### src/rtl/count_step_monitor.sv
// Step checker for a W-bit up/down counter: classifies each sampled transition,
// checks it against the commanded direction, and keeps wrap/error statistics.
module count_step_monitor #(
    parameter int W  = 3,
    parameter int CW = 8,
    parameter int EW = 8
) (
    input  logic          clk,
    input  logic          rst,
    input  logic [W-1:0]  q_in,
    input  logic          m_in,
    input  logic          clr,
    output logic          step_up,
    output logic          step_dn,
    output logic          wrap_pulse,
    output logic [CW-1:0] wrap_count,
    output logic          err,
    output logic [EW-1:0] err_count,
    output logic [W-1:0]  last_q,
    output logic [1:0]    state
);

    typedef enum logic [1:0] {
        ST_INIT  = 2'b00,
        ST_TRACK = 2'b01,
        ST_FAULT = 2'b10
    } state_t;

    function automatic logic [CW-1:0] sat_inc_cw(input logic [CW-1:0] v);
        if (v == {CW{1'b1}}) sat_inc_cw = v;
        else                 sat_inc_cw = v + {{(CW-1){1'b0}}, 1'b1};
    endfunction

    function automatic logic [EW-1:0] sat_inc_ew(input logic [EW-1:0] v);
        if (v == {EW{1'b1}}) sat_inc_ew = v;
        else                 sat_inc_ew = v + {{(EW-1){1'b0}}, 1'b1};
    endfunction

    state_t        r_state;
    state_t        w_state_nxt;
    logic [W-1:0]  r_cur_q;
    logic [W-1:0]  r_prev_q;
    logic          r_m_prev;
    logic          r_grace;
    logic          r_init_cnt;
    logic          r_step_up;
    logic          r_step_dn;
    logic          r_wrap;
    logic [CW-1:0] r_wrap_cnt;
    logic          r_err;
    logic [EW-1:0] r_err_cnt;

    logic [W-1:0]  w_delta;
    logic          w_active;
    logic          w_is_up;
    logic          w_is_dn;
    logic          w_is_stall;
    logic          w_dir_err;
    logic          w_error;
    logic          w_up_ok;
    logic          w_dn_ok;
    logic          w_wrap;

    // Transition classification of the two most recent samples
    always_comb begin
        w_delta    = r_cur_q - r_prev_q;
        w_active   = (r_state != ST_INIT);
        w_is_stall = (w_delta == {W{1'b0}});
        w_is_up    = (w_delta == {{(W-1){1'b0}}, 1'b1});
        w_is_dn    = (w_delta == {W{1'b1}});
        // A direction mismatch is excused for the one sample after m changes
        w_dir_err  = !r_grace && ((w_is_up && r_m_prev) || (w_is_dn && !r_m_prev));
        w_error    = w_active && ((!w_is_stall && !w_is_up && !w_is_dn) || w_dir_err);
        w_up_ok    = w_active && w_is_up && !w_dir_err;
        w_dn_ok    = w_active && w_is_dn && !w_dir_err;
        w_wrap     = (w_up_ok && (r_cur_q == {W{1'b0}})) ||
                     (w_dn_ok && (r_cur_q == {W{1'b1}}));
    end

    // Next-state logic for the tracking FSM
    always_comb begin
        w_state_nxt = r_state;
        if (clr) begin
            w_state_nxt = ST_INIT;
        end else begin
            case (r_state)
                ST_INIT: begin
                    if (r_init_cnt) w_state_nxt = ST_TRACK;
                    else            w_state_nxt = ST_INIT;
                end
                ST_TRACK: begin
                    if (w_error) w_state_nxt = ST_FAULT;
                    else         w_state_nxt = ST_TRACK;
                end
                ST_FAULT: w_state_nxt = ST_FAULT;
                default:  w_state_nxt = ST_INIT;
            endcase
        end
    end

    // Sampling pipeline, FSM register and registered statistics
    always_ff @(posedge clk) begin
        if (!rst) begin
            r_state    <= ST_INIT;
            r_cur_q    <= {W{1'b0}};
            r_prev_q   <= {W{1'b0}};
            r_m_prev   <= 1'b0;
            r_grace    <= 1'b0;
            r_init_cnt <= 1'b0;
            r_step_up  <= 1'b0;
            r_step_dn  <= 1'b0;
            r_wrap     <= 1'b0;
            r_wrap_cnt <= {CW{1'b0}};
            r_err      <= 1'b0;
            r_err_cnt  <= {EW{1'b0}};
        end else begin
            r_cur_q  <= q_in;
            r_prev_q <= r_cur_q;
            r_m_prev <= m_in;
            r_grace  <= (m_in != r_m_prev);
            r_state  <= w_state_nxt;
            if (clr || (r_state != ST_INIT)) r_init_cnt <= 1'b0;
            else                             r_init_cnt <= 1'b1;
            if (clr) begin
                r_step_up  <= 1'b0;
                r_step_dn  <= 1'b0;
                r_wrap     <= 1'b0;
                r_wrap_cnt <= {CW{1'b0}};
                r_err      <= 1'b0;
                r_err_cnt  <= {EW{1'b0}};
            end else begin
                r_step_up <= w_up_ok;
                r_step_dn <= w_dn_ok;
                r_wrap    <= w_wrap;
                if (w_wrap) r_wrap_cnt <= sat_inc_cw(r_wrap_cnt);
                if (w_error) begin
                    r_err     <= 1'b1;
                    r_err_cnt <= sat_inc_ew(r_err_cnt);
                end
            end
        end
    end

    assign step_up    = r_step_up;
    assign step_dn    = r_step_dn;
    assign wrap_pulse = r_wrap;
    assign wrap_count = r_wrap_cnt;
    assign err        = r_err;
    assign err_count  = r_err_cnt;
    assign last_q     = r_cur_q;
    assign state      = r_state;

endmodule

### config.mk
export PLATFORM = sky130hd
export DESIGN_NAME = count_step_monitor
export DESIGN_NICKNAME = d
export VERILOG_FILES = /design/src/rtl/count_step_monitor.sv
export SDC_FILE = /design/constraint.sdc
export NUM_CORES = 1
export LEC_CHECK = 0
export BUFFER_PORTS_ARGS = -buffer_cell sky130_fd_sc_hd__buf_2
export CAP_MARGIN = 20
export CORE_AREA = 2 2 62 58
export CTS_CLUSTER_SIZE = 8
export DETAILED_ROUTE_END_ITERATION = 16
export DIE_AREA = 0 0 64 60
export PLACE_DENSITY = 0.72
export REMOVE_ABC_BUFFERS = 1
export SLEW_MARGIN = 10
export SYNTH_ARGS = -nofsm -noshare
export SYNTH_HDL_FRONTEND = slang
export SYNTH_SLANG_ARGS = --single-unit
### constraint.sdc
create_clock -name clk -period 2.75 [get_ports clk]
set_clock_uncertainty 0.05 [all_clocks]
set_input_delay 0.55 -clock clk [delete_from_list [all_inputs] [get_ports clk]]
set_output_delay 0.55 -clock clk [all_outputs]
set_load 0.02 [all_outputs]
* Yosys cells after proc, flatten, opt, wreduce, memory -nomap -nowiden *
Index checks and enable logic that the tools add are counted.
Widths: inputs -> output; s select.

word-level totals
  word-level logic and storage cells = 59
  register bits = 31
  output and inout bits = 25
  bits of input ports = 7

operators by class
  equality and inequality tests = 8
  reduce and logical (&&, ||, !) cells = 29
  bitwise operators = 3
  multiplexer cells = 4
  add/subtract/negate cells = 3

operators by type and width
  kind                 count
  $add 8x1->8 const B  2
  $eq 8x8->1 const B   2
  $logic_and 1x1->1    12
  $eq 3x3->1 const B   2
  $logic_not 1->1      6
  $logic_not 3->1      2
  $pmux 2 s3           1
  $logic_or 1x1->1     4
  $reduce_and 2->1     2
  $eq 3x1->1 const B   1
  $not 1->1            3
  $sub 3x3->3          1
  $eq 2x1->1 const B   1
  $eq 2x2->1 const B   1
  $logic_not 2->1      1
  $mux 1               2
  $mux 2               1
  $reduce_bool 2->1    1
  $reduce_or 2->1      1
  $ne 1x1->1           1

* Depth between registers and ports, before layout *
Gate-level depths: netlist (run 1).

  word-level depth = 10
  gate-level depth with buffers = 9

* Least setup slack after synthesis (run 1) *
No wires, ideal clock.

  path kind = reg-to-reg
  start = register r_cur_q[0], in the netlist last_q[0]
  end = register r_wrap_cnt[4], in the netlist wrap_count[4]
  library setup time = 59 ps
  required time = 2641 ps
  arrival time = 2756 ps
  stages on the path, launching flop included = 10
  setup slack = -115 ps
  period minus slack after synthesis = 2865 ps
  path through = dfxtp_1 inv_1 ha_1 fa_1 or3b_1 nand3b_4 a21o_1 buf_6 or4_1 nand2_1

on the way
  cells in the longest elaborated chain, start to end = 10
  elaborated cells on any way between the ends = 18
  classes of those cells = add/sub: 1; eq/ne: 3; reduce/logical: 14

ends and longest elaborated chain
  what                                      RTL line  text
  start: declaration                        41        logic [W-1:0] r_cur_q;
  start signal: assignment                  105       r_cur_q <= {W{1'b0}};
  start signal: assignment                  117       r_cur_q <= q_in;
  $sub 3x3->3                               66        w_delta = r_cur_q - r_prev_q;
  $eq 3x1->1 or $eq 3x3->1 (tied branches)  69, 70
  $logic_and 1x1->1                         72        w_dir_err = !r_grace && ((w_is_up && r_m_prev) || (w_is_dn && !r_m_prev));
  $logic_or 1x1->1                          72
  $logic_and 1x1->1                         72
  $logic_not 1->1                           74, 75
  $logic_and 1x1->1 (on tied branches)      74, 75
  $logic_and 1x1->1 (on tied branches)      76, 77
  $logic_or 1x1->1 (*)                      76        w_wrap = (w_up_ok && (r_cur_q == {W{1'b0}})) ||
  $reduce_and 2->1 (no source line) (*)     --
  end signal: assignment                    113       r_wrap_cnt <= {CW{1'b0}};
  end signal: assignment                    128       r_wrap_cnt <= {CW{1'b0}};
  end signal: assignment                    135       if (w_wrap) r_wrap_cnt <= sat_inc_cw(r_wrap_cnt);
  end: declaration                          49        logic [CW-1:0] r_wrap_cnt;

Mark *: on every way between the ends. The rest lies on a longest branch, timed or not.
A chain may end at the register's enable or synchronous reset.

* Final worst setup path (run 1) *
  start = register r_cur_q[0], in the netlist last_q[0]
  end = register r_wrap_cnt[5], in the netlist wrap_count[5]

Same word-level chain as after synthesis.

==> summary by stage, run 1 <==
Drt
Summed over all layers, the routed wires come to approximately 3100 um. After detailed routing, the number of remaining DRC violations is 0. In the final routed layout, each cell accounts on average for ~13 um.

The count of TritonRoute iterations in the first routing pass is 4. The number of vias after detailed routing is between 1k and 1.5k. In this run, the number of DRC markers left after iteration 0 of detailed routing was 86. The number of antenna-violating nets in the routed design is 0. In the routed layout, each cell is associated on average with a via count of 5.20.

Clock tree
The count of H-tree levels built during CTS is 2. Buffers inserted during clock tree synthesis total 5. The clock-pin slew of the registers on the worst-case setup and hold paths is roughly 90 ps. The TritonCTS clock tree is built. The insertion delay to the later sink of the worst-skew pair is about 340 ps. The number of hold-repair buffers added at the cts stage is 0.

The clock sink count is 31. The maximum root-to-sink buffer count is 2. Clock tree synthesis selected as its root buffer the cell clkbuf_4.

Finish
From synthesis to final layout, the design area changed by 23.0%. The repair_antennas step left the layout with diodes totalling 0. The final cell utilization of the core is ~55%. Of the cells placed in the final design, the portion with a size suffix greater than 1 is roughly 28%. The final design area excluding fillers is around 1800 um2.

After the last flow step, the layout net total stands at 210.

Timing
The final-report setup violation count is 0. The post-route minimum period is 2660 ps. The max-slew violation count is 0. The final critical path takes up a little over nine tenths of the cycle. The final hold violation count is 0. The slew at the pin with the worst max-slew slack is around 660 ps.

Setup repair after global routing left no endpoint under its margin. The worst slew margin relative to its limit is between 50% and 60%. Based on the critical path, the design can be clocked at up to between 300 and 400 MHz.

Placement
Detailed placement finished with a half-perimeter wire length of 2240 um. The total placed instance area is approximately 1600 um2. The port buffer count is 31. The routability-driven placement congestion ratio is roughly 0.86.

Synth
After Yosys synthesis, and, or, nand and nor cells account for roughly 29% of the synthesized area. The largest area contributor in the netlist is dfxtp_1. Sorting the synthesized cells by area gives the leading types as dfxtp_1 (43%), nor2_1 (5.0%), a21oi_1 (3.8%). The fraction of synthesized cell area in xor and xnor cells is 4.00%.

The number of distinct library cells after synthesis is 40. The fraction of synthesized cell area taken by the top area cell type is a little over two fifths. The number of instances in the synthesized netlist is roughly 160. The share of the synthesized area in compound gates (AO/OA/AOI/OAI) is between 10% and 20%. For this run, the register share of the synthesized area comes to between 40% and 50%. During synthesis, Yosys emitted a total of 0 warnings. The share of synthesized flip-flops with an asynchronous set or reset is 0%. The fraction of the mapped netlist area in adder cells is around 4.0%. Counting flops and latches in the post-synthesis netlist gives 31.

In this run the cell area of the synthesized design comes to roughly 1400 um2. By count the netlist is led by dfxtp_1 (31), nor2_1 (19), a21oi_1 (11), nand2_1 (11), and2_1 (8). In this run the mean area of a mapped cell was around 9.1 um2. The count of flip-flops with a built-in enable after synthesis is 0.

The multiplexer fraction of the synthesized cell area is less than 1%. By area, the combinational part of the netlist is dominated by simple AND/OR/NAND/NOR gates. In the synthesized netlist the dominant register cell turns out to be dfxtp_1. By instance count, the leading cell after synthesis is dfxtp_1.

Worst setup path
The worst-case register-to-register setup slack is 90 ps. Walking the worst path, the cells encountered are inv_1 > ha_1 > fa_1 > or3b_4 > nand3b_4 > a21o_4 > or4_1 > a21oi_1. The setup path with the least slack is of type reg2reg.

The largest single stage delay on the critical path is 510 ps. The worst setup path is captured at a flop. The data arrival time at the worst-slack endpoint is between 2000 and 3000 ps. The data required time of the worst path is 2960 ps. The nature of the critical path startpoint is a flop.

The slowest library cell on the worst path is fa_1. The maximum fanout along the worst path is 7.

Floorplanning
The floorplan die area is approximately 3800 um2. For this design the top-level I/O count stands at 32. The region available for standard cell placement spans between 3000 and 4000 um2.

The chip width is between 60 and 70 um. The site row count is 20. The starting density of the core is roughly 45%. The height of the die is 60 um.

Global routing
The first global-routing pass estimated roughly 5000 um of wire. Summed over all layers, the global routing overflow is 0. Across every metal layer, demand over resource in global routing totals ~17%. The pin count of the biggest net entering global routing is 14.

The number of global-route vias before repair is 1,153. The initial antenna violation count is 0.

Power
The final total power is about 0.86 mW. Dividing total power by cell area gives a power density of about 490 nW/um2. The worst IR drop on VDD is 0.278 mV. The analysis attributes to cell leakage a power of roughly 0.76 nW.

Worst hold path
The tightest min-delay check is of the in2reg type.

Outcome
The flow ran to the end, and the final reports show no timing, DRC or antenna violations.

Run
Across the run, the number of max-cap violations was 0.
-- per-stage QoR --
stage / worst slack, ps / setup TNS [ps] / hold WS (ps) / cells
finish: 89.8 / 0 / 367 / 244
global route: 16.7 / 0 / 362 / 244
CTS: 3.12 / 0 / 361 / 242
detailed placement: -61.4 / -90.9 / 413 / 232
global placement: 55.6 / 0 / 405 / 232
floorplan: -162 / -486 / 400 / 153
-- layer usage --
metal	GRT usage (%)	vias to the layer above	part of all wire, %
met5	0	-	0
met4	12.7	0	1.6
met3	5.46	5	4.7
met2	27.4	26	48
met1	20.3	592	46
li1	-	645	-
-- final timing paths --
path              endpoint  cells after the start       start
max          wrap_count[5]                      8   last_q[0]
min              last_q[1]                      2     q_in[1]
max reg2reg  wrap_count[5]                      8   last_q[0]
min reg2reg       state[0]                      2  r_init_cnt
-- final cells by class --
cell class | instances | area, um2
fill | 316 | 1460
sequential | 31 | 622
timing repair buffer | 39 | 228
inverter | 5 | 18.8
multi-input combinational | 117 | 776
tap | 44 | 55.1
clock buffer | 8 | 68.8
-- placed cells by master (no fill, tap or decap), types with 2 or more instances in the layout --
| cell | count |
|---|---|
| o31ai_1 | 2 |
| nor2b_1 | 2 |
| nor3_1 | 7 |
| dfxtp_1 | 30 |
| nor2_1 | 19 |
| clkbuf_4 | 5 |
| a31o_2 | 4 |
| nand2b_1 | 3 |
| a21oi_1 | 11 |
| or4_1 | 3 |
| inv_1 | 5 |
| buf_4 | 7 |
| xor2_1 | 3 |
| a211oi_1 | 2 |
| and3_1 | 3 |
| nand3_1 | 7 |
| clkbuf_8 | 2 |
| o21ai_0 | 3 |
| and2_1 | 8 |
| ha_1 | 3 |
| or3_1 | 5 |
| nand2_1 | 11 |
| buf_2 | 31 |
-- power by group --
group          internal [mW]  switching (mW)  total [mW]
registers              0.457         0.00782       0.465
clock network          0.150           0.154       0.305
logic                 0.0429          0.0494      0.0922
-- critical path, delay by kind of cell, from the launching register on --
kind	cells	cell delay (ps)
AOI/OAI and AO/OA	2	390
adders and majority gates	2	720
buffers and inverters	1	60
DFF	1	340
and+or+nand+nor	3	1030
-- what timing repair did --
| action | in CTS | in global routing |
|---|---|---|
| gates resized for setup | 3 | 2 |
| buffers inserted | 2 | 2 |
| setup endpoints to repair | 3 | 8 |
| pin swaps | 1 | 4 |
-- sequential cells by signal, indices dropped and copies added, names as in the netlist --
| signal | cells |
|---|---|
| step_dn | 1 |
| wrap_count | 8 |
| r_prev_q | 3 |
| last_q | 3 |
| r_init_cnt | 1 |
| state | 2 |
| r_grace | 1 |
| r_m_prev | 1 |
| err_count | 8 |
| step_up | 1 |
| err | 1 |
| wrap_pulse | 1 |
-- cell families (layout without fill, tap and decap cells) --
family          Yosys count  after routing
compound gates           31             31
xor+xnor                  5              5
simple gates             76             76
buf+inv                  10             52
mux                       1              1
flops                    31             31
fa+ha+maj                 4              4
(Power assumes the default switching activity.)
==> run 2, diff against run 1 <==
--- a/config.mk
+++ b/config.mk
@@ -11,8 +11,10 @@
 export CTS_CLUSTER_SIZE = 8
 export DETAILED_ROUTE_END_ITERATION = 16
 export DIE_AREA = 0 0 64 60
+export MAX_ROUTING_LAYER = met4
 export PLACE_DENSITY = 0.72
 export REMOVE_ABC_BUFFERS = 1
+export SETUP_SLACK_MARGIN = 0.2
 export SLEW_MARGIN = 10
 export SYNTH_ARGS = -nofsm -noshare
 export SYNTH_HDL_FRONTEND = slang
==> summary by stage, run 2 (same netlist as run 1, synthesis figures left out) <==
Global routing
The met1 usage in global routing was 21.2% (+0.96 points). The pin count of the biggest net entering global routing is 12 (-2). The number of global-route vias before repair is 1,231 (+6.8%). The global-route wire length before repair is 5290 um (+6.1%). The global-route met2 utilization is 30.7% (+3.3 points). The overall overflow remaining after global route is 0 (unchanged). The total track usage is 18.9% (+1.5 points). The met3 usage in global routing is 6.59% (+1.1 points). In this run the most used layer during global routing was met2.

The initial antenna violation count is 0 (unchanged).

Timing
The final-report setup violation count came to 0 (unchanged). The slew at the pin with the worst max-slew slack was 597 ps (-64.0 ps). The worst slew margin relative to its limit is 59.9% (+4.3 points). The setup TNS is 0 ps (unchanged). The final hold violation count is 0 (unchanged).

The max-slew violation count is 0 (unchanged). The maximum achievable frequency is 387 MHz (+2.9%). The minimum setup slack in the final design is 165 ps (+75.4 ps). Setup repair after global routing could not meet its margin everywhere. The share of the cycle needed by the critical path after routing is 94.0% (-2.7 points). The post-route minimum period came to 2580 ps (-75.4 ps).

Worst hold path
The hold-critical path depth came to 2 (unchanged). The class of the tightest hold or removal check is in2reg.

Outcome
The run finished with clean final reports.

Power
The power density over the cells came to 474 nW/um2 (-2.8%). The worst IR drop on VDD is 0.276 mV (-0.77%). The static leakage was 0.779 nW (+2.2%).

Finish
The number of nets in the finished design was 214 (+1.9%). The most common library cell in the layout ignoring fill and taps is buf_2. In the layout the commonest cells are buf_2 (31), dfxtp_1 (29), nor2_1 (19). Relative to the synthesized area, the layout overhead comes to 26.7%. The area of combinational cells with multiple inputs is 811 um2 (+4.5%). The share of post-route cells with drive strength above 1 came to 33.3% (+5.3 points).

The number of filler cells placed in the layout is 302 (-4.4%). The footprint of the flip-flops and latches is 623 um2 (+0.20%). The number of inserted diodes is 0 (unchanged).

Drt
The post-route DRC violation count was 0 (unchanged). The number of vias after detailed routing is 1,294 (+2.1%). The mean routed wirelength per cell is 12.7 um (-0.95%). The number of antenna-violating nets in the routed design is 0 (unchanged). The count of routing violations after the opening detailed-route iteration is 69 (-20%).

The count of TritonRoute iterations in the first routing pass came to 4 (unchanged). The detailed-route wire length came to 3150 um (+0.67%). The mean number of vias per cell is 5.22 (+0.40%).

Worst setup path
The maximum fanout along the worst path came to 7 (unchanged). The buffers plus inverters on the worst setup path is 1 (unchanged). The slowest stage of the critical path is the fa_1 cell. The nature of the critical path endpoint is a flop. The worst setup path is launched from a flop.

The cell class contributing the biggest share of worst-path delay is simple AND/OR/NAND/NOR gates. By startpoint and endpoint, the worst setup path is classified as reg2reg. The signal on the critical path passes through inv_2 > ha_4 > fa_1 > or3b_4 > nand3b_4 > a21o_4 > or4_4 > a21oi_2.

The worst stage delay on the critical path is 510 ps (about the same). The number of cells on the worst reg-to-reg path is 8 (unchanged). The total number of cells along the worst setup path is 8 (unchanged). The worst-case register-to-register setup slack was 170 ps (+80 ps). The data required time of the worst path is 2960 ps (about the same).

The data arrival time at the worst-slack endpoint came to 2790 ps (-80 ps).

Placement
The routability-driven placement congestion ratio was 0.887 (+2.9%). The pre-CTS setup slack is -44.8 ps (+16.7 ps). The port buffer count is 31 (unchanged). The total half-perimeter wirelength after legalization and detailed placement is 2270 um (+1.4%).

Clock tree
The buffer type at the clock tree root is clkbuf_4. The number of buffers added by the clock tree synthesis step came to 5 (unchanged). The TritonCTS clock tree is built. The clock sink count was 31 (unchanged).

The insertion delay to the later sink of the worst-skew pair was 320 ps (-20 ps). The number of hold-repair buffers added at the cts stage is 0 (unchanged). The count of H-tree levels built during CTS is 2 (unchanged). The clock-pin slew of the registers on the worst-case setup and hold paths came to 90 ps (about the same). The maximum root-to-sink buffer count is 2 (unchanged).

Floorplanning
The chip width came to 64 um (unchanged). The floorplan die area was 3840 um2 (unchanged). The site row count is 20 (unchanged).

The area of the placeable core came to 3230 um2 (unchanged). The height of the die was 60 um (unchanged). The number of placed I/O pins is 32 (unchanged).

The starting density of the core was 44.5% (unchanged).

Run
The max-cap check violation count is 0 (unchanged).
[run 2: layout make-up]
cell class	count	share of cell area [%]
clock buffer	8	3.78
inverter	5	1.03
multi-input combinational	117	44.5
sequential	31	34.2
tap	44	3.02
timing repair buffer	43	13.5
[run 2: final timing paths]
| check | from | to |
|---|---|---|
| max | last_q[0] | wrap_count[5] |
| min | q_in[0] | last_q[0] |
| max reg2reg | last_q[0] | wrap_count[5] |
| min reg2reg | r_init_cnt | state[0] |
[run 2: per-stage QoR]
stage	utilization (%)	hold slack, ps	power, mW	instances	cell area (um2)
floorplan	-	400	0.533	153	1400
global placement	50.9	405	0.559	232	1640
detailed placement	50.9	419	0.562	232	1640
CTS	55.9	359	0.873	248	1810
global route	56.4	355	0.907	248	1820
finish	56.4	377	0.863	248	1820
[run 2: where the power goes]
part	internal (mW)	leakage, nW	switching [mW]
clock	0.150	0.0386	0.146
sequential	0.457	0.252	0.00854
combinational	0.0485	0.488	0.0524
total	0.656	0.779	0.207
[run 2: routing by layer]
metal  share of wire (%)  wire [um]
met5                   0          0
met4                 1.2         38
met3                 5.1        162
met2                  48       1530
met1                  45       1420
[run 2: what timing repair did]
item / CTS / global route
setup endpoints to repair: 11 / 7
setup buffers: 8 / 0
pin swaps: 8 / 2
gates resized for setup: 10 / 4
==> run 3, diff against run 2 <==
--- a/config.mk
+++ b/config.mk
@@ -7,10 +7,10 @@
 export LEC_CHECK = 0
 export BUFFER_PORTS_ARGS = -buffer_cell sky130_fd_sc_hd__buf_2
 export CAP_MARGIN = 20
-export CORE_AREA = 2 2 62 58
+export CORE_AREA = 2 2 59 61
 export CTS_CLUSTER_SIZE = 8
 export DETAILED_ROUTE_END_ITERATION = 16
-export DIE_AREA = 0 0 64 60
+export DIE_AREA = 0 0 61 63
 export MAX_ROUTING_LAYER = met4
 export PLACE_DENSITY = 0.72
 export REMOVE_ABC_BUFFERS = 1
==> summary by stage, run 3 (same netlist as run 1, synthesis figures left out) <==
Outcome
The flow ran to the end, and the final reports show no timing, DRC or antenna violations.

Finish
The final design area excluding fillers was 1810 um2 (-0.41%). The share of post-route cells with drive strength above 1 is 32.3% (-1.0 points). The post-route non-filler standard cell count was 247 (-0.40%). The number of inserted diodes is 0 (unchanged).

The area growth from synthesis to layout is 26.2%. The most common library cell in the layout ignoring fill and taps is buf_2. The number of nets in the finished design is 211 (-1.4%). Leaving out fill and tap cells, the most frequent cells in the layout are buf_2 (31), dfxtp_1 (29), nor2_1 (19).

Timing
The slew at the pin with the worst max-slew slack is 479 ps (-118 ps). The worst slew margin relative to its limit was 68.0% (+8.1 points). The minimum setup slack in the final design was 171 ps (+6.15 ps).

The post-route minimum period is 2580 ps (-6.16 ps). The maximum achievable frequency is 388 MHz (+0.24%). Setup repair after global routing could not meet its margin everywhere. The max-slew violation count is 0 (unchanged). The final-report setup violation count is 0 (unchanged). The share of the cycle needed by the critical path after routing is 93.8% (-0.22 points).

The final hold violation count is 0 (unchanged).

Drt
The post-route DRC violation count came to 0 (unchanged). The count of TritonRoute iterations in the first routing pass came to 4 (unchanged). The detailed-route wire length is 3050 um (-3.4%). The count of routing violations after the opening detailed-route iteration is 44 (-36%). The mean routed wirelength per cell was 12.3 um (-3.0%). The mean number of vias per cell is 5.28 (+1.1%). The number of vias after detailed routing is 1,303 (+0.70%).

The number of antenna-violating nets in the routed design is 0 (unchanged).

Worst setup path
The data arrival time at the worst-slack endpoint is 2800 ps (about the same). The buffers plus inverters on the worst setup path is 1 (unchanged). In this design, the largest share of critical-path delay is due to simple AND/OR/NAND/NOR gates. The worst setup path is captured at a flop. The maximum fanout along the worst path is 8 (+1). In this run the critical register-to-register path is launched from last_q[0]. The total number of cells along the worst setup path came to 8 (unchanged). The worst stage delay on the critical path was 480 ps (-30 ps). The number of cells on the worst reg-to-reg path is 8 (unchanged). In this run the critical register-to-register path is captured at wrap_count[7]. Walking the worst path, the cells encountered are inv_2 > ha_4 > fa_1 > o21bai_2 > or3_4 > a21o_4 > or4_4 > a21oi_2. The worst-case register-to-register setup slack is 170 ps (about the same). The type of the worst setup path is reg2reg. The worst setup path is launched from a flop.

The slowest library cell on the worst path is or4_4. The data required time of the worst path is 2970 ps (about the same).

Global routing
The number of global-route vias before repair is 1,213 (-1.5%). The global-route wire length before repair was 5120 um (-3.3%). The pin count of the biggest net entering global routing is 14 (+2). The initial antenna violation count came to 0 (unchanged). The total track usage is 18.2% (-0.70 points).

The overall overflow remaining after global route is 0 (unchanged).

Power
The final total power is 0.932 mW (+7.9%). The static leakage was 0.774 nW (-0.61%). The power density over the cells is 514 nW/um2 (+8.4%). The worst IR drop on VDD is 0.320 mV (+16%).

Placement
The routability-driven placement congestion ratio came to 0.799 (-9.9%). The total placed instance area is 1660 um2 (+1.1%). The pre-CTS setup slack is 25.0 ps (+69.8 ps). The total half-perimeter wirelength after legalization and detailed placement came to 2270 um (about the same). The port buffer count is 31 (unchanged). The instance count after placement with tap cells included is 236 (+1.7%).

Clock tree
The number of buffers added by the clock tree synthesis step was 5 (unchanged). The clock-pin slew of the registers on the worst-case setup and hold paths is 90 ps (about the same). The maximum root-to-sink buffer count is 2 (unchanged).

The buffer type at the clock tree root is clkbuf_4. TritonCTS built the clock tree. The count of H-tree levels built during CTS is 2 (unchanged).

The clock sink count is 31 (unchanged). The insertion delay to the later sink of the worst-skew pair was 340 ps (+20 ps). The number of hold-repair buffers added at the cts stage is 0 (unchanged).

Floorplanning
The starting density of the core is 44.5% (-0.052 points). The site row count is 21 (+5.0%). The area of the placeable core is 3230 um2 (+0.12%). The number of placed I/O pins is 32 (unchanged). The height of the die is 63 um (+5.0%). The chip width is 61 um (-4.7%). The floorplan die area is 3840 um2 (about the same).

Worst hold path
The startpoint identified for the worst hold timing path is q_in[2]. The worst hold path terminates at last_q[2]. The class of the tightest hold or removal check is in2reg.

The hold-critical path depth is 2 (unchanged).

Run
The max-cap check violation count is 0 (unchanged).
run 3: layout make-up:
cell class | instances | area (um2)
Multi-Input combinational cell | 117 | 806
Clock inverter | 2 | 35.0
Inverter | 5 | 18.8
Timing Repair Buffer | 40 | 223
Fill cell | 294 | 1420
Clock buffer | 6 | 51.3
Tap cell | 46 | 57.6
Sequential cell | 31 | 623
run 3: stage by stage:
stage / TNS (ps) / utilization [%] / hold slack, ps
after floorplan: -486 / - / 400
after global placement: 0 / 51.4 / 398
after detailed placement: 0 / 51.4 / 408
after CTS: 0 / 55.7 / 365
after global routing: 0 / 56.1 / 368
final: 0 / 56.1 / 366
run 3: worst max-delay path by stage:
stage,from,endpoint,slack [ps]
finish,last_q[0],wrap_count[7],170
global route,last_q[0],wrap_count[5],70
CTS,last_q[0],wrap_count[7],170
detailed placement,last_q[0],wrap_count[7],30
global placement,last_q[0],wrap_count[7],110
floorplan,last_q[0],wrap_count[7],-160
run 3: metal layers:
layer  GRT usage (%)  vias up  share of wire, %
met5               -        -                 0
met4            8.42        0               2.9
met1            18.7      610                40
met3            5.80        9               5.5
li1                -      648                 -
met2            30.5       36                51
run 3: worst reg2reg max path, stage by stage (launching register included):
cell      delay (ps)
dfxtp_2          350
inv_2             50
ha_4             150
fa_1             460
o21bai_2         230
or3_4            350
a21o_4           250
or4_4            480
a21oi_2          140
run 3: repair_timing:
| action | 4_1_cts | 5_1_grt |
|---|---|---|
| gates resized for setup | 10 | 3 |
| setup buffers | 3 | 0 |
| pin swaps | 3 | 1 |
| endpoints found under the setup margin | 6 | 5 |
run 3: power by group:
| group | switching [mW] | leakage, nW | total (mW) | internal (mW) |
|---|---|---|---|---|
| sequential | 0.00815 | 0.252 | 0.466 | 0.457 |
| clock | 0.156 | 0.0482 | 0.371 | 0.215 |
| combinational | 0.0501 | 0.473 | 0.0954 | 0.0453 |
